$ cat src/rtl/parking_billing_ctrl.sv
// Parking session controller: keeps a time base and an occupancy map, stamps entry
// times into the per-car record memory, and writes back a saturated fee on exit.
module parking_billing_ctrl #(
  parameter int TICK_DIV = 100,
  parameter int RATE     = 2
) (
  input  logic       clk,
  input  logic       reset,
  input  logic       entry_req,
  input  logic       exit_req,
  input  logic [2:0] req_car,
  output logic       req_ready,
  output logic       done,
  output logic       err,
  output logic [9:0] fee,
  output logic [7:0] occupied,
  output logic [9:0] now_time,
  output logic [2:0] mem_car_sel,
  output logic       mem_write_entry,
  output logic       mem_write_cost,
  output logic [9:0] mem_entry_time_in,
  output logic [9:0] mem_cost_in,
  input  logic [9:0] mem_entry_time_out
);

  localparam int PW = $clog2(TICK_DIV);
  localparam logic [PW-1:0] PRESC_MAX = PW'(TICK_DIV - 1);

  typedef enum logic [2:0] {
    IDLE,
    ENTRY_WR,
    EXIT_RD,
    EXIT_CALC,
    EXIT_WR,
    FINISH
  } state_t;

  state_t        state_q, state_d;
  logic [PW-1:0] presc_q, presc_d;
  logic [9:0]    now_q, now_d;
  logic [7:0]    occ_q, occ_d;
  logic [9:0]    fee_q, fee_d;
  logic          done_q, done_d;
  logic          err_q, err_d;
  logic [2:0]    sel_q, sel_d;
  logic          wr_entry_q, wr_entry_d;
  logic          wr_cost_q, wr_cost_d;
  logic [9:0]    et_in_q, et_in_d;
  logic [9:0]    cost_in_q, cost_in_d;
  logic [2:0]    car_q, car_d;
  logic [9:0]    t_req_q, t_req_d;

  logic [9:0]    dur;
  logic [31:0]   product;
  logic [9:0]    cost_sat;

  // Modulo-1024 subtraction gives the right duration across a time-base wrap.
  always_comb begin
    dur      = t_req_q - mem_entry_time_out;
    product  = 32'(dur) * 32'(RATE);
    cost_sat = (product > 32'd1023) ? 10'd1023 : product[9:0];
  end

  always_comb begin
    state_d    = state_q;
    presc_d    = presc_q;
    now_d      = now_q;
    occ_d      = occ_q;
    fee_d      = fee_q;
    done_d     = 1'b0;
    err_d      = 1'b0;
    sel_d      = sel_q;
    wr_entry_d = 1'b0;
    wr_cost_d  = 1'b0;
    et_in_d    = et_in_q;
    cost_in_d  = cost_in_q;
    car_d      = car_q;
    t_req_d    = t_req_q;

    if (presc_q == PRESC_MAX) begin
      presc_d = '0;
      now_d   = now_q + 10'd1;
    end else begin
      presc_d = presc_q + 1'b1;
    end

    // Outputs are registered, so each state sets up the strobes of the state it enters.
    case (state_q)
      IDLE: begin
        if (entry_req && exit_req) begin
          err_d = 1'b1;
        end else if (entry_req) begin
          if (occ_q[req_car]) begin
            err_d = 1'b1;
          end else begin
            car_d      = req_car;
            t_req_d    = now_q;
            sel_d      = req_car;
            et_in_d    = now_q;
            wr_entry_d = 1'b1;
            state_d    = ENTRY_WR;
          end
        end else if (exit_req) begin
          if (!occ_q[req_car]) begin
            err_d = 1'b1;
          end else begin
            car_d   = req_car;
            t_req_d = now_q;
            sel_d   = req_car;
            state_d = EXIT_RD;
          end
        end
      end
      ENTRY_WR: begin
        occ_d[car_q] = 1'b1;
        done_d       = 1'b1;
        state_d      = FINISH;
      end
      EXIT_RD: begin
        state_d = EXIT_CALC;
      end
      EXIT_CALC: begin
        cost_in_d = cost_sat;
        wr_cost_d = 1'b1;
        state_d   = EXIT_WR;
      end
      EXIT_WR: begin
        fee_d        = cost_in_q;
        occ_d[car_q] = 1'b0;
        done_d       = 1'b1;
        state_d      = FINISH;
      end
      FINISH: begin
        state_d = IDLE;
      end
      default: begin
        state_d = IDLE;
      end
    endcase
  end

  always_ff @(posedge clk or posedge reset) begin
    if (reset) begin
      state_q    <= IDLE;
      presc_q    <= '0;
      now_q      <= '0;
      occ_q      <= '0;
      fee_q      <= '0;
      done_q     <= 1'b0;
      err_q      <= 1'b0;
      sel_q      <= '0;
      wr_entry_q <= 1'b0;
      wr_cost_q  <= 1'b0;
      et_in_q    <= '0;
      cost_in_q  <= '0;
      car_q      <= '0;
      t_req_q    <= '0;
    end else begin
      state_q    <= state_d;
      presc_q    <= presc_d;
      now_q      <= now_d;
      occ_q      <= occ_d;
      fee_q      <= fee_d;
      done_q     <= done_d;
      err_q      <= err_d;
      sel_q      <= sel_d;
      wr_entry_q <= wr_entry_d;
      wr_cost_q  <= wr_cost_d;
      et_in_q    <= et_in_d;
      cost_in_q  <= cost_in_d;
      car_q      <= car_d;
      t_req_q    <= t_req_d;
    end
  end

  assign req_ready         = (state_q == IDLE);
  assign done              = done_q;
  assign err               = err_q;
  assign fee               = fee_q;
  assign occupied          = occ_q;
  assign now_time          = now_q;
  assign mem_car_sel       = sel_q;
  assign mem_write_entry   = wr_entry_q;
  assign mem_write_cost    = wr_cost_q;
  assign mem_entry_time_in = et_in_q;
  assign mem_cost_in       = cost_in_q;

endmodule

$ cat config.mk
export PLATFORM = sky130hd
export DESIGN_NAME = parking_billing_ctrl
export DESIGN_NICKNAME = d
export VERILOG_FILES = /design/src/rtl/parking_billing_ctrl.sv
export SDC_FILE = /design/constraint.sdc
export NUM_CORES = 1
export LEC_CHECK = 0
export ABC_AREA = 1
export CAP_MARGIN = 20
export CORE_UTILIZATION = 29
export DETAILED_ROUTE_END_ITERATION = 10
export PLACE_DENSITY = 0.56
export SLEW_MARGIN = 0
export SYNTH_ARGS = -nofsm -noshare
export SYNTH_HDL_FRONTEND = slang
export SYNTH_SLANG_ARGS = --single-unit
$ cat constraint.sdc
create_clock -name clk -period 3.35 [get_ports clk]
set_input_delay 0.335 -clock clk [delete_from_list [all_inputs] [get_ports clk]]
set_output_delay 0.335 -clock clk [all_outputs]
set_load 0.005 [all_outputs]
==> flow_summary.toml <==
[status]
status = "finished clean"

[sta]
slew_violations = 0
fmax_mhz = 520
rsz0062_at_grt = "no"
skew_ps = 4.51
finalCriticalPeriod_ps = 1920
finalSetupViolCount = 0
finalWorstSetupSlack_ps = 1430
hold_viol = 0
tightest_slew_ps = 837
slew_headroom_pct = 43.8
finalSetupTns_ps = 0
fin_crit_sh_pct = 57.4

[cts]
tritoncts = "built"
h-tree-depth = 3
post_cts_buffers = 0
clock-sinks = 75
clock_latency_ps = 340
ctsResizeCount = 0
cts_root_buf = "clkbuf_16"
hold_buffers = 0
clock_path_buffers = 2
clk_pin_slew_ps = 50
cts_made_buffers = 9

[global_routing]
grt_pass1_vias = 3152
grt_max_degree = 42
grt.overflow.total = 0
grt_pass1_wl_mm = 15.3
grtUsageTotal_pct = 13.9
antenna_found_initial = 0

[placement]
dp_hpwl_mm = 6.73
dpl.cell_count = 737
gp_congestion = 0.811
pre_cts_slack_ps = 1110
port_buffers = 72

[synth]
yosys-top-cells-count = "nand2_1 (187), dfrtp_1 (75), inv_1 (67)"
synth_edf_count = 0
async_flop_share_pct = 100
synth_ff_type = "dfrtp_1"
yosysTopAreaCellShare_pct = 48.1
syn_area_per_cell_um2 = 7.84
synth_area_leaders = "dfrtp_1 (48%), nand2_1 (18%), inv_1 (6.4%), nand3_1 (4.5%), ha_1 (3.5%)"
synthDistinctLibCells = 32
yosys_warnings = 0
ys_ff_latch = 75
synth_area_um2 = 3900
syn_nets = 527
synth_cells = 498
yosysMostFrequentCell = "nand2_1"
ys_seq_area_share_pct = 48.1
synth.largest_area_cell = "dfrtp_1"

[critical_path]
path_cells = "nor2_1 > nand2_1 > inv_1 > clkdlybuf4s50_1"
crit_path_max_fanout = 5
startpoint = "state_q[1]$_DFFE_PP0P_"
critPathKind = "flip-flop to output port"
r2r_start = "presc_q[0]$_DFF_PP0_"
cp.required_ps = 3010
path_buf_inv = 2
endpoint_kind = "output port"
startpoint_type = "flip-flop"
cp.depth = 4
cpMaxStageDelayCell = "clkdlybuf4s50_1"
rr_worst_depth = 5
crit_family = "buffers and inverters"
worstPathArrival_ps = 1590
max_stage_delay_ps = 490

[min_path]
worstHoldPathCells = 1
hp-class = "flip-flop to flip-flop"
min_from = "presc_q[0]$_DFF_PP0_"

[power_and_ir_drop]
sw_frac_of_total_pct = 32.0
intPower_mw = 2.28
finalPower_mw = 3.35
ir_worst_vdd_mv = 0.465
clockPowerShare_pct = 28.5
power_switching_mw = 1.07
power_density_nw_per_um2 = 657
leakagePower_nw = 2.61
power_frac_seq_pct = 38.9
comb_power_share_pct = 32.6

[drt]
drc = 0
drtPass1Iterations = 4
wirelength_mm = 9.00
drtAntennaViolNets = 0
vias_per_cell = 4.37
vias = 3293
wl_per_cell_um = 12.0
dr.max_layer_used = "met4"
detailroute.wirelength.met2_mm = 4.23
wl_met1_mm = 4.22
wl_met3_um = 397
drt_iter0_markers = 170

[flow_run]
drv_cap = 0

[finish]
multi_input_comb_area_um2 = 1700
syn2layout_area_growth_pct = 30.6
antenna-diode-count = 0
layout-drive-gt1-share_pct = 7.80
fin_util_pct = 38.7
finalNetCount = 601
stdcell_count = 753
num-fill-cells = 1348
ff_latch_area_um2 = 1880

[die]
core_area_um2 = 13200
io_pins = 73
design.die.area_um2 = 13900
die_y_um = 118
start_util_pct = 29.6
chipWidth_um = 118
rows = 42
## placed cells by master (no fill, tap or decap), types with 2 or more instances in the layout
| cell | n |
|---|---|
| o21ai_0 | 19 |
| inv_1 | 66 |
| nor2_1 | 24 |
| clkdlybuf4s50_1 | 72 |
| nand3_2 | 2 |
| o21ai_1 | 4 |
| nand3b_1 | 2 |
| a21oi_1 | 7 |
| clkinv_2 | 3 |
| a21oi_2 | 2 |
| nor2_2 | 2 |
| nor3_1 | 6 |
| nand2_2 | 12 |
| nand3_1 | 35 |
| ha_1 | 11 |
| dfrtp_1 | 75 |
| nand2_1 | 187 |
| xnor2_1 | 7 |
| and3_1 | 2 |
| inv_2 | 3 |
| xor2_1 | 7 |
| clkbuf_16 | 9 |
| nand2_4 | 3 |
| nand4_1 | 5 |
## cells by family after synthesis
group,Yosys count,share of synthesized area [%]
simple gates,284,32.0
buf+inv,81,8.46
flops,75,48.1
compound gates,32,4.29
xor+xnor,14,3.14
fa+ha+maj,12,4.04
## routing by layer
layer,up-vias,GRT usage (%)
li1,1689,-
met1,1527,17.9
met5,-,0
met2,65,21.9
met3,12,3.92
met4,0,5.29
## worst reg2reg max path, stage by stage, from the launching register on
cell and delay [ps]:
dfrtp_1 370, ha_1 200, inv_1 80, nor4_4 740, nand4_1 200, xor2_1 200
## power groups by stage
stage	Combinational (mW)	Clock [mW]	Sequential (mW)
5_1_grt	1.23	1.02	1.33
3_3_place_gp	1.09	0	1.31
2_1_floorplan	0.553	0	1.30
6_report	1.09	0.954	1.30
4_1_cts	1.11	0.986	1.31
3_5_place_dp	1.10	0	1.32
## metrics by stage
step | instance area (µm²) | hold WS, ps
4_1_cts | 5100 | 467
3_5_place_dp | 4800 | 460
6_report | 5100 | 464
2_1_floorplan | 3900 | 431
3_3_place_gp | 4800 | 452
5_1_grt | 5100 | 503
## worst paths after layout
path	endpoint	slack (ps)
worst max-delay path	req_ready	1430
worst min-delay path	presc_q[0]$_DFF_PP0_	460
worst max register to register	now_time[5]$_DFFE_PP0N_	1460
worst min register to register	presc_q[0]$_DFF_PP0_	460
max in group asynchronous	t_req_q[6]$_DFFE_PP0P_	2200
min in group asynchronous	async pin	470
## cell type report
cell class                      instances  area share (%)
Inverter                               70            5.15
Tap cell                              176            4.32
Sequential cell                        75            36.8
Clock buffer                           11            4.76
Clock inverter                          5            1.03
Timing Repair Buffer                   74            14.7
Multi-Input combinational cell        342            33.3
No activity file was read; power rests on OpenSTA's default activity.
